===== src/rtl/nes_button_events_pkg.sv =====
// nes_button_events_pkg
//   Shared constants and types for the NES button event block.
//   Button bit map of a controller snapshot (1 = pressed):
//     bit 0 A, 1 B, 2 Select, 3 Start, 4 Up, 5 Down, 6 Left, 7 Right.
//   An event word is {type[1:0], index[2:0]}.
package nes_button_events_pkg;

  localparam int NES_NUM_BTN    = 8;
  // D-pad occupies the upper nibble; only those bits auto-repeat.
  localparam int NES_DPAD_FIRST = 4;
  localparam int NES_NUM_DPAD   = 4;

  typedef logic [1:0] evt_type_t;
  typedef logic [4:0] event_t;

  localparam evt_type_t NES_EVT_NONE    = 2'b00;
  localparam evt_type_t NES_EVT_PRESS   = 2'b01;
  localparam evt_type_t NES_EVT_RELEASE = 2'b10;
  localparam evt_type_t NES_EVT_REPEAT  = 2'b11;

  typedef enum logic {
    ST_IDLE = 1'b0,
    ST_SCAN = 1'b1
  } state_t;

  function automatic event_t make_event(input evt_type_t t, input logic [2:0] idx);
    return {t, idx};
  endfunction

endpackage


===== src/rtl/nes_button_events_sync_fifo.sv =====
// sync_fifo
//   Single-clock first-word-fall-through FIFO. The head entry is always
//   visible on o_data straight from the storage registers.
//   Ports:
//     clk         clock
//     i_rst       synchronous active-high reset (empties, clears storage)
//     i_push      write i_push_data; ignored when full at cycle start
//     i_push_data write data
//     i_pop       drop the head entry; ignored when empty
//     o_data      head entry
//     o_full      DEPTH entries held
//     o_empty     no entries held
module sync_fifo #(
  parameter int unsigned WIDTH = 8,
  parameter int unsigned DEPTH = 8
) (
  input  logic             clk,
  input  logic             i_rst,
  input  logic             i_push,
  input  logic [WIDTH-1:0] i_push_data,
  input  logic             i_pop,
  output logic [WIDTH-1:0] o_data,
  output logic             o_full,
  output logic             o_empty
);

  localparam int AW = $clog2(DEPTH);

  logic [DEPTH-1:0][WIDTH-1:0] mem_q;
  logic [AW-1:0]               wr_ptr_q;
  logic [AW-1:0]               rd_ptr_q;
  logic [AW:0]                 count_q;
  logic                        push_acc;
  logic                        pop_acc;

  assign o_full  = (count_q == (AW+1)'(DEPTH));
  assign o_empty = (count_q == '0);
  assign o_data  = mem_q[rd_ptr_q];

  // Full is judged on start-of-cycle occupancy, so a pop in the same
  // cycle never makes room for a push into a full FIFO.
  assign push_acc = i_push & ~o_full;
  assign pop_acc  = i_pop & ~o_empty;

  always_ff @(posedge clk) begin
    if (i_rst) begin
      mem_q    <= '0;
      wr_ptr_q <= '0;
      rd_ptr_q <= '0;
      count_q  <= '0;
    end else begin
      if (push_acc) begin
        mem_q[wr_ptr_q] <= i_push_data;
        wr_ptr_q        <= wr_ptr_q + 1'b1;
      end
      if (pop_acc) begin
        rd_ptr_q <= rd_ptr_q + 1'b1;
      end
      case ({push_acc, pop_acc})
        2'b10:   count_q <= count_q + 1'b1;
        2'b01:   count_q <= count_q - 1'b1;
        default: count_q <= count_q;
      endcase
    end
  end

endmodule


===== src/rtl/nes_button_events.sv =====
// nes_button_events
//   Turns raw controller snapshots into a buffered stream of PRESS,
//   RELEASE and D-pad auto-REPEAT events on a valid/ready port.
//   Ports:
//     clk            clock
//     i_rst          synchronous active-high reset
//     i_valid        new snapshot strobe
//     i_buttons      snapshot, 1 = pressed
//     o_held         last accepted snapshot
//     o_event_valid  event FIFO head valid
//     o_event_data   head event {type, index}
//     i_event_ready  consumer pops head when valid and ready
//     o_overflow     sticky: event dropped on full FIFO
//     o_sample_drop  sticky: snapshot ignored during a scan
//
//   state | meaning
//   IDLE  | waiting for a snapshot; accepts it and latches pending events
//   SCAN  | walks index 0..7, one per cycle, pushing pending events
module nes_button_events
  import nes_button_events_pkg::*;
#(
  parameter int unsigned REPEAT_DELAY = 30,
  parameter int unsigned REPEAT_RATE  = 6,
  parameter int unsigned FIFO_DEPTH   = 8
) (
  input  logic       clk,
  input  logic       i_rst,
  input  logic       i_valid,
  input  logic [7:0] i_buttons,
  output logic [7:0] o_held,
  output logic       o_event_valid,
  output logic [4:0] o_event_data,
  input  logic       i_event_ready,
  output logic       o_overflow,
  output logic       o_sample_drop
);

  localparam logic [7:0] DELAY8 = 8'(REPEAT_DELAY);
  localparam logic [7:0] RATE8  = 8'(REPEAT_RATE);

  state_t                                 state_q;
  logic [2:0]                             idx_q;
  logic [NES_NUM_BTN-1:0]                 held_q, held_d;
  logic [NES_NUM_BTN-1:0][1:0]            pend_q, pend_d;
  logic [NES_NUM_DPAD-1:0][7:0]           cnt_q, cnt_d;
  logic                                   overflow_q;
  logic                                   sample_drop_q;

  logic [NES_NUM_BTN-1:0] rise, fall, stay;
  logic                   accept;
  logic                   push_valid;
  event_t                 push_data;
  logic                   fifo_full;
  logic                   fifo_empty;

  assign accept = (state_q == ST_IDLE) && i_valid;
  assign rise   = i_buttons & ~held_q;
  assign fall   = ~i_buttons & held_q;
  assign stay   = i_buttons & held_q;

  // Pending types and repeat counters only move when a snapshot is accepted.
  always_comb begin
    held_d = held_q;
    pend_d = pend_q;
    cnt_d  = cnt_q;
    if (accept) begin
      held_d = i_buttons;
      for (int b = 0; b < NES_NUM_BTN; b++) begin
        if (rise[b])      pend_d[b] = NES_EVT_PRESS;
        else if (fall[b]) pend_d[b] = NES_EVT_RELEASE;
        else              pend_d[b] = NES_EVT_NONE;
      end
      for (int d = 0; d < NES_NUM_DPAD; d++) begin
        if (rise[NES_DPAD_FIRST+d]) begin
          cnt_d[d] = DELAY8;
        end else if (fall[NES_DPAD_FIRST+d]) begin
          cnt_d[d] = 8'd0;
        end else if (stay[NES_DPAD_FIRST+d]) begin
          if (cnt_q[d] == 8'd1) begin
            pend_d[NES_DPAD_FIRST+d] = NES_EVT_REPEAT;
            cnt_d[d]                 = RATE8;
          end else if (cnt_q[d] > 8'd1) begin
            cnt_d[d] = cnt_q[d] - 8'd1;
          end
        end
      end
    end
  end

  assign push_valid = (state_q == ST_SCAN) && (pend_q[idx_q] != NES_EVT_NONE);
  assign push_data  = make_event(pend_q[idx_q], idx_q);

  always_ff @(posedge clk) begin
    if (i_rst) begin
      state_q       <= ST_IDLE;
      idx_q         <= 3'd0;
      held_q        <= '0;
      pend_q        <= '0;
      cnt_q         <= '0;
      overflow_q    <= 1'b0;
      sample_drop_q <= 1'b0;
    end else begin
      held_q <= held_d;
      pend_q <= pend_d;
      cnt_q  <= cnt_d;
      if (push_valid && fifo_full) begin
        overflow_q <= 1'b1;
      end
      case (state_q)
        ST_IDLE: begin
          if (i_valid) begin
            state_q <= ST_SCAN;
            idx_q   <= 3'd0;
          end
        end
        ST_SCAN: begin
          if (i_valid) begin
            sample_drop_q <= 1'b1;
          end
          idx_q <= idx_q + 3'd1;
          if (idx_q == 3'd7) begin
            state_q <= ST_IDLE;
          end
        end
        default: state_q <= ST_IDLE;
      endcase
    end
  end

  sync_fifo #(
    .WIDTH(5),
    .DEPTH(FIFO_DEPTH)
  ) u_fifo (
    .clk         (clk),
    .i_rst       (i_rst),
    .i_push      (push_valid),
    .i_push_data (push_data),
    .i_pop       (i_event_ready),
    .o_data      (o_event_data),
    .o_full      (fifo_full),
    .o_empty     (fifo_empty)
  );

  assign o_event_valid = ~fifo_empty;
  assign o_held        = held_q;
  assign o_overflow    = overflow_q;
  assign o_sample_drop = sample_drop_q;

endmodule


===== config.mk =====
export PLATFORM = sky130hd
export DESIGN_NAME = nes_button_events
export DESIGN_NICKNAME = d
export VERILOG_FILES = /design/src/rtl/nes_button_events_pkg.sv /design/src/rtl/nes_button_events_sync_fifo.sv /design/src/rtl/nes_button_events.sv
export SDC_FILE = /design/constraint.sdc
export NUM_CORES = 1
export LEC_CHECK = 0
export CAP_MARGIN = 20
export CORE_MARGIN = 4
export CORE_UTILIZATION = 45
export DETAILED_ROUTE_END_ITERATION = 10
export PLACE_DENSITY = 0.7
export SYNTH_ARGS = -nofsm -noshare
export SYNTH_HDL_FRONTEND = slang
export SYNTH_SLANG_ARGS = --single-unit

===== constraint.sdc =====
create_clock -name clk -period 4.7 [get_ports clk]
set_clock_uncertainty 0.2 [all_clocks]
set_input_delay 0.94 -clock clk [delete_from_list [all_inputs] [get_ports clk]]
set_output_delay 0.94 -clock clk [all_outputs]
set_load 0.01 [all_outputs]

==> results summary <==
The die span in y is 121 microns. The number of nets produced by synthesis came out at 672. After clock tree synthesis, the setup repair step added 0 buffers. The count of pins over their slew limit was 0. The final critical-path share of the clock period is 78.8%. The row count is 40. The total overflow left after global routing is 0. After the last flow step, the layout net total stands at 687. At the later pin of the worst-skew pair, clock insertion delay measures 0.35 ns. The number of cells on the worst reg-to-reg path is 12.

The share of flip-flops with an asynchronous set or reset after synthesis came out at 0%. The post-route cell area is 0.00640 sq mm. The clock transition time at the flip-flop clock pins of the worst setup and hold paths came out at 0.07 ns.

The hold buffer count at cts is 0. The worst setup path is launched from a flip-flop. For this configuration, the core starts out at a cell density of 46.7%. The power consumption is 2.24 mW. Ranked by total cell area, the synthesized netlist is headed by dfxtp_1 39%, ha_1 6.8%, nor2_1 6.7%. The critical register-to-register path startpoint is idx_q[0].

Global routing used 17.0% of the available tracks across all layers. The worst setup path is of the flip-flop to primary output kind. Synthesis produced 628 cells. The worst setup path endpoint is o_event_data[0]. The worst hold path belongs to the class flip-flop to flip-flop.

Setup repair after global routing left no endpoint under its margin. The clock period minus final worst setup slack came out at 3.70 ns. The buffer levels on the longest clock path is 2. The count of H-tree levels built during CTS is 3.

The maximum fanout along the worst path came out at 12. The max-capacitance violation count is 0. The worst path setup slack after routing came out at 0.995 ns. Summed over all instances, the cell type with the most area after synthesis is dfxtp_1. The first global-routing pass estimated 20200 microns of wire. The die is 121 microns wide. The mean cell area of the mapped netlist is 9.08 sq um. The pin count of the biggest net entering global routing is 57. Once detail routing completed, the nets flagged for antenna violations numbered 0.

Among all flip-flop cells after synthesis, the most frequent one is dfxtp_1. The synthesis warning total came out at 0. The run finished with clean final reports. The total via count after detailed routing came out at 4489. The max-slew headroom at the worst pin came out at 31.5%. The first TritonRoute pass finished after 5 iterations.

28 I/O pins were placed. The routability-driven placement congestion ratio is 0.874. The count of endpoints failing hold in the final timing report is 0. The antenna diode count is 0. In this run the static leakage power is 2.22 nW. The total clock sinks is 112. Data arrives at the worst endpoint at 2.56 ns. Prior to clock tree synthesis, the placed netlist has a worst setup slack of 1.02 ns. STA classifies the critical path endpoint as a primary output.

The cell with the most instances after synthesis is dfxtp_1. The die footprint came out at 0.0145 sq mm. The setup check on the worst reg-to-reg path leaves a slack of 1.01 ns. IR analysis of the VDD net gives a maximum drop of 0.261 mV.

The region available for standard cell placement spans 0.0122 sq mm. In this run the worst setup path begins at u_fifo.rd_ptr_q[0]. The final setup violation count came out at 0. After synthesis, the netlist uses 43 different library cells.

The number of instances in the placed design came out at 800. The via-per-instance ratio is 5.50. The worst-case hold slack is 0.256 ns. The endpoint of the most critical register-to-register path is u_fifo.count_q[3]. The number of antenna violations at the first check in global routing is 0. The final standard cell utilization of the core came out at 52.4%.

The detailed placement HPWL is 8290 microns. The layout cell share with drive strength beyond 1 is 8.49%. The TritonCTS buffer count is 9. The area share of the largest cell type after synthesis is 39.3%.

Static timing analysis puts the maximum clock frequency at 270 MHz. The area growth from synthesis to layout is 12.2%. Of the synthesized area, sequential elements account for 39.3%.

The cell area that synthesis handed to floorplanning was 0.00570 sq mm. The via count of the first global-routing pass came out at 4378. Summed over all failing endpoints, the final setup total negative slack is 0 ns. After the flow finishes, the layout carries non-filler instances totaling 816. The TritonCTS clock tree is yes.

The number of register bits inferred by synthesis came out at 112. The cell area reported after detailed placement came out at 0.00610 sq mm. The slew at the pin closest to its max-slew limit came out at 1.03 ns. The wire length reported by the detailed router is 11800 microns.

The post-detailed-route DRC marker count is 0. For this block, the initial DRC count from the detailed router was 224. The power per unit of standard cell area came out at 350 mW/mm^2. The synthesized design contains 0 enable-type register cells. The worst endpoint required time is 3.56 ns. The number of gates resized after cts is 0. The number of buffers added on ports is 27.

In the final routed layout, each cell accounts on average for 14.5 microns. The root buffer cell chosen for the clock tree is clkbuf_16. Counting instances in the post-synthesis netlist gives the leading cell types as 112 x dfxtp_1, 101 x nor2_1, 50 x nand2_1, 48 x a21oi_1, 31 x ha_1.
## final cells by class
cell class,instances,area (sq um)
Fill cell,1131,5810
Inverter,28,105
Multi-Input combinational cell,459,3230
Clock buffer,11,243
Tap cell,168,210
Clock inverter,5,56.3
Sequential cell,112,2240
Timing Repair Buffer,33,310
## per-layer routing
| metal | share of wire (%) | vias to the layer above | routed length, microns | GRT usage, % |
|---|---|---|---|---|
| met5 | 0 | - | 0 | 0 |
| li1 | - | 2266 | - | - |
| met1 | 46 | 2127 | 5460 | 20.3 |
| met3 | 3.4 | 15 | 403 | 3.70 |
| met2 | 49 | 81 | 5790 | 29.9 |
| met4 | 1.5 | 0 | 180 | 6.16 |
## worst max-delay path: stages, from the launching register on
cell	delay [ns]
dfxtp_1	0.83
mux4_2	0.60
mux2_2	0.30
clkdlybuf4s50_1	0.48
## power by group
group | switching [mW] | total (mW) | internal, mW
clock network | 0.339 | 0.766 | 0.427
logic | 0.227 | 0.399 | 0.172
registers | 0.0701 | 1.07 | 1.00
total | 0.636 | 2.24 | 1.60
## sequential cells by signal, indices dropped and copies added (netlist names), 3 cells and up
| signal | flops |
|---|---|
| cnt_q | 32 |
| idx_q | 3 |
| o_held | 8 |
| pend_q | 16 |
| u_fifo.count_q | 4 |
| u_fifo.mem_q | 40 |
| u_fifo.rd_ptr_q | 3 |
| u_fifo.wr_ptr_q | 3 |
## logic make-up (layout without fill, tap and decap cells)
group / count (synthesis) / after routing / share of synthesized area, %
AND/OR/NAND/NOR: 238 / 238 / 19.6
AO/OA/AOI/OAI: 123 / 123 / 14.9
flip-flops: 112 / 112 / 39.3
buffers and inverters: 57 / 77 / 4.02
multiplexers: 47 / 47 / 12.1
adder cells (fa/ha/maj): 32 / 32 / 7.16
XOR/XNOR: 19 / 19 / 2.92
## worst min-delay path by stage
| stage | start | cells after the start | endpoint |
|---|---|---|---|
| final | pend_q[3] | 2 | pend_q[3] |
| after global routing | pend_q[1] | 2 | pend_q[1] |
| after CTS | pend_q[3] | 2 | pend_q[3] |
| after detailed placement | pend_q[3] | 2 | pend_q[3] |
| after global placement | pend_q[5] | 2 | pend_q[5] |
| after floorplan | pend_q[3] | 2 | pend_q[3] |
## cell usage in the layout (no fill, tap or decap), types with 3 or more instances in the layout
master / netlist / layout
a211oi_1: 22 / 22
nand3b_1: 13 / 13
xor2_1: 10 / 10
mux4_2: 11 / 11
clkdlybuf4s50_1: 0 / 26
xnor2_1: 9 / 9
nor3b_1: 8 / 8
nand2_1: 50 / 50
a311o_1: 3 / 3
nor3_1: 24 / 24
or3_1: 3 / 3
a2111oi_4: 3 / 3
mux2i_1: 26 / 26
a211oi_2: 3 / 3
mux2_2: 5 / 5
mux4_1: 3 / 3
o21ai_0: 23 / 23
a21oi_1: 48 / 48
ha_1: 31 / 31
a311oi_1: 13 / 13
nor2_1: 101 / 101
dfxtp_1: 112 / 112
buf_4: 1 / 6
inv_1: 28 / 28
clkbuf_16: 0 / 9
nand3_1: 11 / 11
or4_1: 6 / 6
nor4_1: 10 / 10
nand2b_1: 6 / 6
Note: power is estimated with default switching activity, not from simulation.
==> variant: new RTL, config.mk and constraints unchanged <==
Register the input `i_buttons` before use, with the module's reset. The logic sees it one clock later. The other inputs are not delayed to match.
--- a/src/rtl/nes_button_events.sv
+++ b/src/rtl/nes_button_events.sv
@@ -39,4 +39,14 @@
   localparam logic [7:0] RATE8  = 8'(REPEAT_RATE);
 
+  logic [7:0] i_buttons_q;
+
+  always_ff @(posedge clk) begin
+    if (i_rst) begin
+      i_buttons_q <= '0;
+    end else begin
+      i_buttons_q <= i_buttons;
+    end
+  end
+
   state_t                                 state_q;
   logic [2:0]                             idx_q;
@@ -55,7 +65,7 @@
 
   assign accept = (state_q == ST_IDLE) && i_valid;
-  assign rise   = i_buttons & ~held_q;
-  assign fall   = ~i_buttons & held_q;
-  assign stay   = i_buttons & held_q;
+  assign rise   = i_buttons_q & ~held_q;
+  assign fall   = ~i_buttons_q & held_q;
+  assign stay   = i_buttons_q & held_q;
 
   // Pending types and repeat counters only move when a snapshot is accepted.
@@ -65,5 +75,5 @@
     cnt_d  = cnt_q;
     if (accept) begin
-      held_d = i_buttons;
+      held_d = i_buttons_q;
       for (int b = 0; b < NES_NUM_BTN; b++) begin
         if (rise[b])      pend_d[b] = NES_EVT_PRESS;
Check against the original RTL: not equivalent (a bounded check fails within 4 cycles, from zero or initial values and one cycle with i_rst high).
==> variant against the unedited design <==
- global-route usage grew 0.50 points
- count of clock-buffer cells in the layout grew 10
- power grew 19%
- area after synthesis grew 4.2%
- sequential cell count grew 8
- sequential share of layout area shrank 0.48 points
- setup slack lost 0.013 ns
- routed wire length grew 2.5%
- die area grew 3.9%
- final area grew 8.6%
- fmax shrank 0.34%
- critical path type unchanged
==> variant: results (changes against the unedited design) <==
Yosys cell types: 42 (-2.3%)
Via count: 4646 (+3.5%)
Max VDD drop: 0.226 mV (-14%)
Clk_lat worst skew: 0.41 ns (+0.06 ns)
Fill cells: 1124 (-0.62%)
Largest net degree at the start of global routing: 109 (+91%)
Setup Buffers After CTS: 0 (unchanged)
Clock transition at path regs: 0.05 ns (-0.02 ns)
P_comb: 282 uW (-29%)
CTS buffer count: 17 (+8)
HPWL after detailed placement: 8090 um (-2.4%)
Status: finished clean
Post-Syn Nets: 690 (+2.7%)
Max Freq: 269 MHz (-0.34%)
Register area share after synthesis: 0.405 (+0.0112)
Compound-Gate Fraction of Synth Area: 0.147 (-0.00132)
Worst Hold Launch: pend_q[3]
First-pass GRT wire length: 21000 um (+3.7%)
Leak Pwr: 2.39 nW (+7.8%)
Gpl congestion: 0.838 (-4.1%)
GR Util All Layers: 0.175 (+0.00505)
Max Root-Sink Buffers: 2 (unchanged)
Slew HR: 0.349 (+0.0337)
Worst slack at placement: 0.980 ns (-0.0413 ns)
Sequential power: 1.11 mW (+4%)
Switching portion of total power: 0.250 (-0.0342)
Top cells by count, synth: dfxtp_1, nor2_1, nand2_1
Mux share of post-synthesis cell area: 0.113 (-0.00757)
Drt initial violations: 357 (+59%)
Post-synthesis adder-cell area fraction: 0.0687 (-0.00286)
WL final: 12100 um (+2.5%)
Area share of xor/xnor cells in the synthesized design: 0.0295 (+0.000306)
Synth top area cells: dfxtp_1, ha_1, nor2_1
Nets: 710 (+3.3%)
H-tree depth: 4 (+1)
Number of global-route vias before repair: 4533 (+3.5%)
CP max stage delay: 0.80 ns (-0.03 ns)
Layout cell share with drive strength beyond 1: 0.108 (+0.0226)
-- variant: cell types whose count changed in the layout (fill, tap and decap cells not counted), sizes merged, moves of 2 or more --
cell | before | now
nand3 | 11 | 9
a211oi | 25 | 22
clkbuf | 11 | 21
clkinv | 3 | 5
clkinvlp | 1 | 4
dfxtp | 112 | 120
nor2b | 2 | 9
a2111oi | 3 | 6
nand2 | 50 | 53
-- variant: final cells by class --
type	instances	share of cell area
well taps	172	0.0310
clock inverters	11	0.0176
multi-input cells	466	0.475
repair buffers	33	0.0479
clock buffers	21	0.0677
inverters	28	0.0151
flip-flops and latches	120	0.346
-- variant: tightest hold or removal path: cells and delay by family (launching register included) --
family | cells | cell delay, ns
DFF | 1 | 0.31
and+or+nand+nor | 1 | 0.05
AOI/OAI and AO/OA | 1 | 0.05
-- variant: final timing paths --
check                      endpoint  slack, ns  depth (start not counted)
setup / recovery    o_event_data[0]       0.98                          3
setup reg to reg  u_fifo.count_q[3]       1.00                         12
hold reg to reg           pend_q[3]       0.26                          2
hold / removal            pend_q[3]       0.26                          2
-- variant: metal layers --
layer	GRT usage	part of all wire	vias up
met5	0	0	-
met4	0.0602	0.013	0
met3	0.0539	0.044	15
met2	0.292	0.50	94
met1	0.213	0.45	2199
li1	-	-	2338
-- variant: through the flow --
| step | hold slack (ns) | std cells | power (mW) | cell area [um^2] |
|---|---|---|---|---|
| 6_report | 0.256 | 851 | 2.66 | 6950 |
| 5_1_grt | 0.283 | 851 | 2.79 | 6950 |
| 4_1_cts | 0.256 | 850 | 2.69 | 6920 |
| 3_5_place_dp | 0.250 | 818 | 1.40 | 6330 |
| 3_3_place_gp | 0.249 | 818 | 1.39 | 6330 |
| 2_1_floorplan | 0.227 | 646 | 1.33 | 5940 |
